`config.mk`:
```
export PLATFORM = sky130hd
export DESIGN_NAME = control
export DESIGN_NICKNAME = d
export VERILOG_FILES = /design/src/rtl/control.sv
export SDC_FILE = /design/constraint.sdc
export NUM_CORES = 1
export LEC_CHECK = 0
export BUFFER_PORTS_ARGS = -buffer_cell sky130_fd_sc_hd__buf_2
export CAP_MARGIN = 0
export CORE_AREA = 2 2 39 41
export DETAILED_ROUTE_END_ITERATION = 16
export DIE_AREA = 0 0 41 43
export GPL_ROUTABILITY_DRIVEN = 0
export PLACE_DENSITY = 0.63
export SETUP_SLACK_MARGIN = 0.3
export SLEW_MARGIN = 20
export SYNTH_ARGS = -nofsm -noshare
export SYNTH_HDL_FRONTEND = slang
export SYNTH_SLANG_ARGS = --single-unit
```
`constraint.sdc`:
```
create_clock -name CLOCK_50 -period 2.05 [get_ports CLOCK_50]
set_input_delay 0.3075 -clock CLOCK_50 [delete_from_list [all_inputs] [get_ports CLOCK_50]]
set_output_delay 0.3075 -clock CLOCK_50 [all_outputs]
set_load 0.05 [all_outputs]
```
`src/rtl/control.sv`:
```
// control -- main control unit of the MIPS-subset processor.
//
// Decodes the instruction opcode/funct fields into datapath strobes and a
// 4-bit ALU operation code. A two-state run FSM (IDLE/RUN) gates every
// output: in IDLE, or while Reset is held low, every output reads 0.
//
// Ports:
//   CLOCK_50  in   system clock, rising edge active
//   Reset     in   asynchronous active-low reset
//   opcode    in   instruction bits [31:26]
//   funct     in   instruction bits [5:0], meaningful only for R-type
//   Run       in   run enable, sampled on the rising edge
//   pc_write  out  PC write enable (high whenever the FSM is in RUN)
//   Regwrite  out  register-file write enable
//   Aluscr    out  ALU B operand select (1 = immediate)
//   Pcsrc     out  branch sense (1 = bne, 0 = beq)
//   branch    out  conditional branch
//   MemWrite  out  data-memory write
//   MemRead   out  data-memory read
//   regRead   out  instruction reads the register file
//   MemtoReg  out  write-back select (1 = memory data)
//   ALUOP     out  ALU operation code
//   jump      out  unconditional jump

module control (
   input  logic       CLOCK_50,
   input  logic       Reset,
   input  logic [5:0] opcode,
   input  logic [5:0] funct,
   input  logic       Run,
   output logic       pc_write,
   output logic       Regwrite,
   output logic       Aluscr,
   output logic       Pcsrc,
   output logic       branch,
   output logic       MemWrite,
   output logic       MemRead,
   output logic       regRead,
   output logic       MemtoReg,
   output logic [3:0] ALUOP,
   output logic       jump
);

   typedef enum logic {
      IDLE = 1'b0,
      RUN  = 1'b1
   } state_t;

   // ALU operation codes
   localparam logic [3:0] ALU_AND  = 4'b0000;
   localparam logic [3:0] ALU_OR   = 4'b0001;
   localparam logic [3:0] ALU_ADD  = 4'b0010;
   localparam logic [3:0] ALU_SUB  = 4'b0011;
   localparam logic [3:0] ALU_NOR  = 4'b0100;
   localparam logic [3:0] ALU_XOR  = 4'b0101;
   localparam logic [3:0] ALU_SLT  = 4'b0110;
   localparam logic [3:0] ALU_SLL  = 4'b0111;
   localparam logic [3:0] ALU_SRL  = 4'b1000;
   localparam logic [3:0] ALU_SUBU = 4'b1001;
   localparam logic [3:0] ALU_ADDU = 4'b1011;

   // Opcodes
   localparam logic [5:0] OP_RTYPE = 6'b000000;
   localparam logic [5:0] OP_ADDI  = 6'b001000;
   localparam logic [5:0] OP_ANDI  = 6'b001100;
   localparam logic [5:0] OP_ORI   = 6'b001101;
   localparam logic [5:0] OP_LW    = 6'b100011;
   localparam logic [5:0] OP_SW    = 6'b101011;
   localparam logic [5:0] OP_BEQ   = 6'b000100;
   localparam logic [5:0] OP_BNE   = 6'b000101;
   localparam logic [5:0] OP_J     = 6'b000010;

   state_t state;

   logic       dec_regwrite;
   logic       dec_aluscr;
   logic       dec_pcsrc;
   logic       dec_branch;
   logic       dec_memwrite;
   logic       dec_memread;
   logic       dec_regread;
   logic       dec_memtoreg;
   logic       dec_jump;
   logic [3:0] dec_aluop;
   logic       running;

   // Run FSM. Both transitions reduce to following Run on each edge, but the
   // case form keeps the two states explicit. Reset forces IDLE without a clock.
   always_ff @(posedge CLOCK_50 or negedge Reset) begin
      if (!Reset) begin
         state <= IDLE;
      end else begin
         case (state)
            IDLE:    if (Run)  state <= RUN;
            RUN:     if (!Run) state <= IDLE;
            default: state <= IDLE;
         endcase
      end
   end

   // Instruction decode, purely combinational so the strobes track opcode/funct
   // with no latency. Anything not recognised falls through as a NOP.
   always_comb begin
      dec_regwrite = 1'b0;
      dec_aluscr   = 1'b0;
      dec_pcsrc    = 1'b0;
      dec_branch   = 1'b0;
      dec_memwrite = 1'b0;
      dec_memread  = 1'b0;
      dec_regread  = 1'b0;
      dec_memtoreg = 1'b0;
      dec_jump     = 1'b0;
      dec_aluop    = ALU_AND;
      case (opcode)
         OP_RTYPE: begin
            dec_regwrite = 1'b1;
            dec_regread  = 1'b1;
            case (funct)
               6'b100000: dec_aluop = ALU_ADD;
               6'b100010: dec_aluop = ALU_SUB;
               6'b100100: dec_aluop = ALU_AND;
               6'b100101: dec_aluop = ALU_OR;
               6'b100111: dec_aluop = ALU_NOR;
               6'b100110: dec_aluop = ALU_XOR;
               6'b101010: dec_aluop = ALU_SLT;
               6'b000000: dec_aluop = ALU_SLL;
               6'b000010: dec_aluop = ALU_SRL;
               6'b100011: dec_aluop = ALU_SUBU;
               6'b100001: dec_aluop = ALU_ADDU;
               default: begin
                  // Unknown funct (including jr) is a NOP: undo the R-type strobes.
                  dec_regwrite = 1'b0;
                  dec_regread  = 1'b0;
               end
            endcase
         end
         OP_ADDI: begin
            dec_regwrite = 1'b1;
            dec_regread  = 1'b1;
            dec_aluscr   = 1'b1;
            dec_aluop    = ALU_ADD;
         end
         OP_ANDI: begin
            dec_regwrite = 1'b1;
            dec_regread  = 1'b1;
            dec_aluscr   = 1'b1;
            dec_aluop    = ALU_AND;
         end
         OP_ORI: begin
            dec_regwrite = 1'b1;
            dec_regread  = 1'b1;
            dec_aluscr   = 1'b1;
            dec_aluop    = ALU_OR;
         end
         OP_LW: begin
            dec_regwrite = 1'b1;
            dec_regread  = 1'b1;
            dec_aluscr   = 1'b1;
            dec_memread  = 1'b1;
            dec_memtoreg = 1'b1;
            dec_aluop    = ALU_ADD;
         end
         OP_SW: begin
            dec_regread  = 1'b1;
            dec_aluscr   = 1'b1;
            dec_memwrite = 1'b1;
            dec_aluop    = ALU_ADD;
         end
         OP_BEQ: begin
            dec_branch   = 1'b1;
            dec_regread  = 1'b1;
            dec_aluop    = ALU_SUB;
         end
         OP_BNE: begin
            dec_branch   = 1'b1;
            dec_regread  = 1'b1;
            dec_pcsrc    = 1'b1;
            dec_aluop    = ALU_SUB;
         end
         OP_J: begin
            dec_jump     = 1'b1;
         end
         default: begin
         end
      endcase
   end

   // Output gating by the registered state. Since the reset clears the state
   // asynchronously, every output drops to 0 as soon as Reset goes low.
   assign running  = (state == RUN);
   assign pc_write = running;
   assign Regwrite = running & dec_regwrite;
   assign Aluscr   = running & dec_aluscr;
   assign Pcsrc    = running & dec_pcsrc;
   assign branch   = running & dec_branch;
   assign MemWrite = running & dec_memwrite;
   assign MemRead  = running & dec_memread;
   assign regRead  = running & dec_regread;
   assign MemtoReg = running & dec_memtoreg;
   assign jump     = running & dec_jump;
   assign ALUOP    = running ? dec_aluop : 4'b0000;

endmodule

```
# Word-level counts from Yosys, hierarchy flattened
# Index checks and enable logic that the tools add are counted.
dict set report op_classes {
  n_eq_ne 18
  muxes 13
  n_bitwise 8
  reduce_logical 8
}
# op n
set ops {}
lappend ops {{6-bit equality test, second input constant} 11}
lappend ops {{4-bit case mux with 10 select lines} 1}
lappend ops {{6-bit by 4-bit equality test with 1-bit output, second input constant} 3}
lappend ops {{4-bit case mux with 4 select lines} 1}
lappend ops {{6-bit by 2-bit equality test with 1-bit output, second input constant} 2}
lappend ops {{6-bit by 3-bit equality test with 1-bit output, second input constant} 2}
lappend ops {{6-bit logical NOT} 2}
lappend ops {{11-bit OR reduction} 1}
lappend ops {{1-bit AND} 8}
lappend ops {{1-bit two-way mux} 8}
lappend ops {{7-bit OR reduction} 1}
lappend ops {{5-bit OR reduction} 1}
lappend ops {{4-bit two-way mux} 1}
lappend ops {{1-bit case mux with 2 select lines} 2}
lappend ops {{4-bit OR reduction} 1}
lappend ops {{3-bit OR reduction} 1}
lappend ops {{2-bit OR reduction} 1}
dict set report totals {
  reg_bits 1
  input_bits 15
  output_inout_bits 14
  elab_cells 48
}

# Logic depth before layout (Yosys ltp)
# Gate-level depths: netlist of the first run.
dict set report logic_depth {
  word_depth 5
  ltp_mapped 5
}

# Least setup slack after synthesis of the first run
# Ideal clock, no wire load.
dict set report synth_path {
  path_kind {flip-flop to output port}
  from {register state (netlist: pc_write)}
  to {output ALUOP[3]}
  arrival_time_ps 2596
  path_slack_ps -854
  stages_incl_launch_ff 5
  path_buffers 0
  path_cell_list {dfrtp_1 > nand2b_1 > nor2_1 > nand3_1 > nor4_1}
}
dict set report synth_via {
  elab_chain_len 1
}
# item line
set synth_rtl {}
lappend synth_rtl {{start, declared} 73} ;# state_t state;
lappend synth_rtl {{start signal, assigned} 91} ;# state <= IDLE;
lappend synth_rtl {{start signal, assigned} 94} ;# IDLE: if (Run) state <= RUN;
lappend synth_rtl {{start signal, assigned} 95} ;# RUN: if (!Run) state <= IDLE;
lappend synth_rtl {{4-bit two-way mux} 201} ;# assign ALUOP = running ? dec_aluop : 4'b0000;
lappend synth_rtl {{end, declared} 40} ;# output logic [3:0] ALUOP,
# No other way between the ends.

# Worst setup path in the final report of the first run
dict set report layout_path {
  from {input opcode[5]}
  to {output ALUOP[1]}
}
dict set report layout_via {
  elab_chain_len 4
  word_cells_on_any_way 11
}
# item line
set layout_rtl {}
lappend layout_rtl {{start, declared} 28} ;# input logic [5:0] opcode,
lappend layout_rtl {{6-bit equality test, or another cell as far along} 114} ;# case (opcode)
lappend layout_rtl {{3-bit OR reduction (no source line) / 2-bit OR reduction (equally long branches)} -}
lappend layout_rtl {{4-bit case mux with 4 select lines (*)} 114}
lappend layout_rtl {{4-bit two-way mux (*)} 201}
# Mark *: on every way between the ends. The rest lies on a longest branch, timed or not.

==> results.md, run 1 <==
- Starting DRT DRC Count: 3
- Remaining DRCs: 0
- DR vias: around 520
- # nets final: 100
- Final HPWL DP: 935 µm
- Layout cells sized above 1: 57.8%
- Chip Width: a little over 40 µm
- Mapped Area: about 370 µm²
- ANT cells: 0
- GRT Overall Usage: a little under an eighth
- Post-synthesis sequential area ratio: under 10%
- HP Class: in2async
- Area delta synth->final: 73.7%
- Cells along the critical path: buf_8 > nor3_4 > nand3b_1 > or3_4 > a31oi_4 > buf_6
- Grt peak-use layer: met2
- Final Hold Viols: 0
- Status: finished, final reports clean
- FFs w/ async S/R, synth: 100%
- Total power draw: about 0.12 mW
- Initial Utilization: a little over a quarter
- DRT Pass-1 Iters: 4
- Top post-synthesis cells by count: 9 x nor2_1, 4 x a21oi_1, 4 x a31oi_1
- Worst setup margin: approximately 340 ps
- Synth area leader: nor2_1
- Mean area per synthesized cell: between 6 and 7 µm²
- Slew @ Worst Pin: 271 ps
- Via/cell ratio: approximately 5.2
- CP startpoint kind: primary input
- Critical path peak fanout: 3
- Max-cap violation count: 0
- Crit-path max cell delay: around 390 ps
- PD cells: approximately 190 mW/mm²
- Seq cells post-synth: 1
- Most frequent cell after synthesis: nor2_1
- Die ar.: approximately 0.0018 mm²
- Layout Cells excl Fill: 99
- Post-layout minimum cycle time: around 1700 ps
- IO Port Bufs: 28
- Final ANT Viol Nets: 0
- Synth top area share: under 10%
- Top post-synthesis cells by area: nor2_1 9.1%, a31oi_1 6.7%, dfrtp_1 6.7%
- Global-route wire length before repair: around 1500 µm
- Initial antenna violation count: 0
- Core area: between 0.001 and 0.0015 mm²
- RSZ-0062 raised after global routing: true
- Pre-CTS setup slack: 169 ps
- Clock slew at reported path FFs: 0 ps
- Setup_tns: 0 ps
- Gate count of the mapped netlist: 57
- Headroom to the max-slew limit: 81.9%
- M3 GR Usage: 0%
- Final WL: approximately 1100 µm
- Vias in the first global route: approximately 380
- Ys Warns: 0
- Largest net degree at the start of global routing: 10
- Worst IR drop on VDD: roughly 0.000082 V
- Grt ovf: 0
- M2 GR Usage: between 20% and 30%
- Synth Net Count: 72
- WP data required: 1740 ps
- Num rows: 14
- Synth unique cells: 27
- Wire per inst: roughly 11 µm
- # IOs: 29
- EDFF count, synth: 0
- Slowest stage cell, crit path: or3_4
- Primary FF master, synth: dfrtp_1
- DP Cell Count: 99
- Leak: between 0.2 and 0.3 nW
- Pins Over Slew Limit: 0
- Critical Path AT: about 1400 ps
- # setup viols final: 0
- Met1 Resource Use GR: between 15 and 20%
- # Post-CTS Setup Buffers: 0
- Critical path endpoint category: output pin
- Die height: about 43 µm
- WS Path Type: in2out
- Max reg flops: 1
- F_max: 586 MHz
- Final period util: a little over four fifths
-- metrics by stage --
stage | util, % | hold slack [ps] | instance area [µm²]
3_3_place_gp | 43.5 | 82.0 | 602
6_report | 46.7 | 86.6 | 646
2_1_floorplan | - | 11.9 | 465
3_5_place_dp | 43.5 | 90.9 | 602
5_1_grt | 46.7 | 90.7 | 646
4_1_cts | 44.7 | 90.9 | 618
-- per-layer routing --
metal	wire [µm]	up-vias
li1	-	265
met5	0	-
met4	0	0
met3	27	0
met1	456	242
met2	609	10
-- area by class of cell --
class,count,area [µm²]
sequential,1,26.3
timing repair buffer,31,193
multi-input combinational,51,407
tap,16,20.0
fill,143,738
-- cells by family after synthesis --
kind of cell           share of synthesized area (%)
AND/OR/NAND/NOR                                 50.2
AO/OA/AOI/OAI                                   22.2
buffers and inverters                           12.1
multiplexers                                    8.75
flip-flops                                      6.73
-- power by group --
part / switching, mW / internal [mW] / total, mW / leakage [nW]
logic: 0.0608 / 0.0396 / 0.100 / 0.271
clock network: 0 / 0 / 0 / 0
registers: 0.00134 / 0.0213 / 0.0227 / 0.0107
-- cell usage in the layout (no fill, tap or decap), drive strengths merged --
cell type,instances
nand3b,1
nand2b,3
o21ai,3
buf,31
dfrtp,1
mux2i,1
and2,1
o21a,2
a21oi,4
nor4b,1
nand4b,1
nor3,4
a31oi,4
nor4,2
nor3b,1
o31ai,1
nor2,9
nand3,3
nor2b,2
mux2,2
nand2,3
and3,2
or3,1
-- worst max-delay path by stage --
| stage | start | end | depth (start not counted) | slack [ps] |
|---|---|---|---|---|
| final | opcode[5] | ALUOP[1] | 6 | 340 |
| after global routing | opcode[5] | ALUOP[1] | 6 | 290 |
| after CTS | opcode[0] | ALUOP[1] | 6 | 290 |
| after detailed placement | funct[1] | ALUOP[1] | 6 | 170 |
| after global placement | funct[1] | ALUOP[1] | 6 | 180 |
| after floorplan | pc_write$_DFF_PN0_ | ALUOP[3] | 4 | 170 |
-- critical path: cells and delay by family --
kind,cells,cell delay [ps]
and+or+nand+nor,3,670
buffers and inverters,2,270
AOI/OAI and AO/OA,1,140
-- timing repair --
| item | in CTS | in global routing |
|---|---|---|
| hold buffers | 0 | 0 |
| pin swaps | 0 | 4 |
| resized for setup | 5 | 10 |
| setup endpoints to repair | 2 | 3 |
(Power assumes the default switching activity.)
==> run 2: changes to the inputs <==
PLACE_DENSITY = 0.65   (was 0.63)
clock period = 1.4 ns   (was 2.05 ns; I/O delays follow)
==> run 2 against run 1 <==
The flow now finishes with violations (setup timing); core utilization grew 26 points; sequential share of layout area shrank 1.5 points; die area is the same; critical path depth is the same; flip-flop and latch count is the same; combinational power grew 130%; total power grew 110%; first-iteration DRC count grew to 2.7 times the previous value; global-route usage grew 3.5 points; sequential power grew 45%; worst hold slack gained 240 ps.
==> results.md, run 2 (same netlist as run 1, synthesis figures left out) <==
- Status: finished with violations
- Failing checks: setup timing
- WP data required: roughly 1200 ps
- Num rows: 14
- Slew @ Worst Pin: between 200 and 300 ps
- Cells along the critical path: buf_8 > nor3_4 > nand3b_1 > or3_4 > a31oi_4 > buf_6
- Critical Path AT: approximately 1300 ps
- Max-cap violation count: 0
- DRT Pass-1 Iters: 4
- # setup viols final: 7
- Largest net degree at the start of global routing: 9
- Final ANT Viol Nets: 0
- Pre-CTS setup slack: -249 ps
- Clock slew at reported path FFs: 0 ps
- Area of the multi-input gates: about 490 µm²
- Die height: around 43 µm
- Post-layout minimum cycle time: 1540 ps
- Final period util: 110%
- Critical path endpoint category: output pin
- Global-route wire length before repair: between 2000 and 2500 µm
- Cell family with most CP delay: simple AND/OR/NAND/NOR gates
- Reg area: approximately 26 µm²
- Headroom to the max-slew limit: between 80% and 90%
- Worst IR drop on VDD: ~0.00016 V
- Initial antenna violation count: 0
- Remaining DRCs: 0
- Pins Over Slew Limit: 0
- Grt ovf: 0
- Commonest non-fill, non-tap cell in the layout: buf_4
- Core area: about 0.0014 mm²
- Area delta synth->final: 172%
- Crit path buffers/inverters: 2
- Wire per inst: approximately 14 µm
- Worst setup margin: -140 ps
- Final Hold Viols: 0
- Via/cell ratio: around 5.2
- Die ar.: ~0.0018 mm²
- Final HPWL DP: slightly above 1000 µm
- CP startpoint kind: primary input
- F_max: about 650 MHz
- Max reg flops: 1
- GRT Overall Usage: between 10% and 20%
- Crit-path max cell delay: approximately 370 ps
- Chip Width: a little over 40 µm
- WHS Path Cells: 1
- Final WL: 1650 µm
- WS Path Type: in2out
- # IOs: 29
- Crit path depth: 6
- HP Class: in2reg
- Layout cells sized above 1: roughly three quarters
- DR vias: 629
- Layout Cells excl Fill: 120
- ANT cells: 0
- Critical path peak fanout: 2
- IO Port Bufs: 28
- Starting DRT DRC Count: 8
- Slowest stage cell, crit path: or3_4
- Fillers: between 90 and 100
- Hold Crit Start: Run
- Initial Utilization: about 27%
- Leak: about 0.41 nW
- PD cells: between 200 and 300 mW/mm²
- # nets final: about 120
- DP Cell Count: roughly 120
- Hold EP: pc_write$_DFF_PN0_
- Hold_ws: between 300 and 400 ps
- RSZ-0062 raised after global routing: true
- CP startpoint: opcode[2]
- Vias in the first global route: approximately 530
- Commonest cells after routing, fill and taps aside: 20 x buf_4, 17 x buf_6, 9 x buf_2
-- run 2: metal layers --
metal | part of all wire, % | track usage (%)
met3 | 4.4 | 0
met2 | 59 | 31.6
met5 | 0 | 0
met4 | 0 | 0
met1 | 36 | 17.3
-- run 2: worst max path at each step --
stage / endpoint
after floorplan: ALUOP[3]
after global placement: ALUOP[1]
after detailed placement: ALUOP[1]
after CTS: Regwrite
after global routing: ALUOP[1]
final: ALUOP[1]
-- run 2: power breakdown --
part / internal [mW] / switching [mW] / leakage [nW]
Sequential: 0.0312 / 0.00176 / 0.0107
Combinational: 0.112 / 0.119 / 0.403
Clock: 0 / 0 / 0
Total: 0.143 / 0.120 / 0.414
-- run 2: area by class of cell --
cell class | count | share of cell area (%)
well taps | 16 | 1.98
flip-flops and latches | 1 | 2.60
repair buffers | 52 | 46.7
multi-input cells | 51 | 48.7
-- run 2: metrics by stage --
stage / instance area (µm²) / power [mW] / setup TNS, ps / util (%)
floorplan: 484 / 0.131 / -1780 / -
global placement: 752 / 0.205 / -1480 / 54.3
detailed placement: 752 / 0.209 / -1560 / 54.3
CTS: 915 / 0.235 / -582 / 66.1
global route: 1010 / 0.276 / -880 / 73.0
finish: 1010 / 0.263 / -448 / 73.0
-- run 2: what timing repair did --
action                                 in CTS  in global routing
endpoints found under the hold margin       1                  0
pin swaps                                   7                  8
resized for setup                          42                 18
setup endpoints to repair                  13                 13
buffers inserted                            1                  1
hold buffers                                1                  0
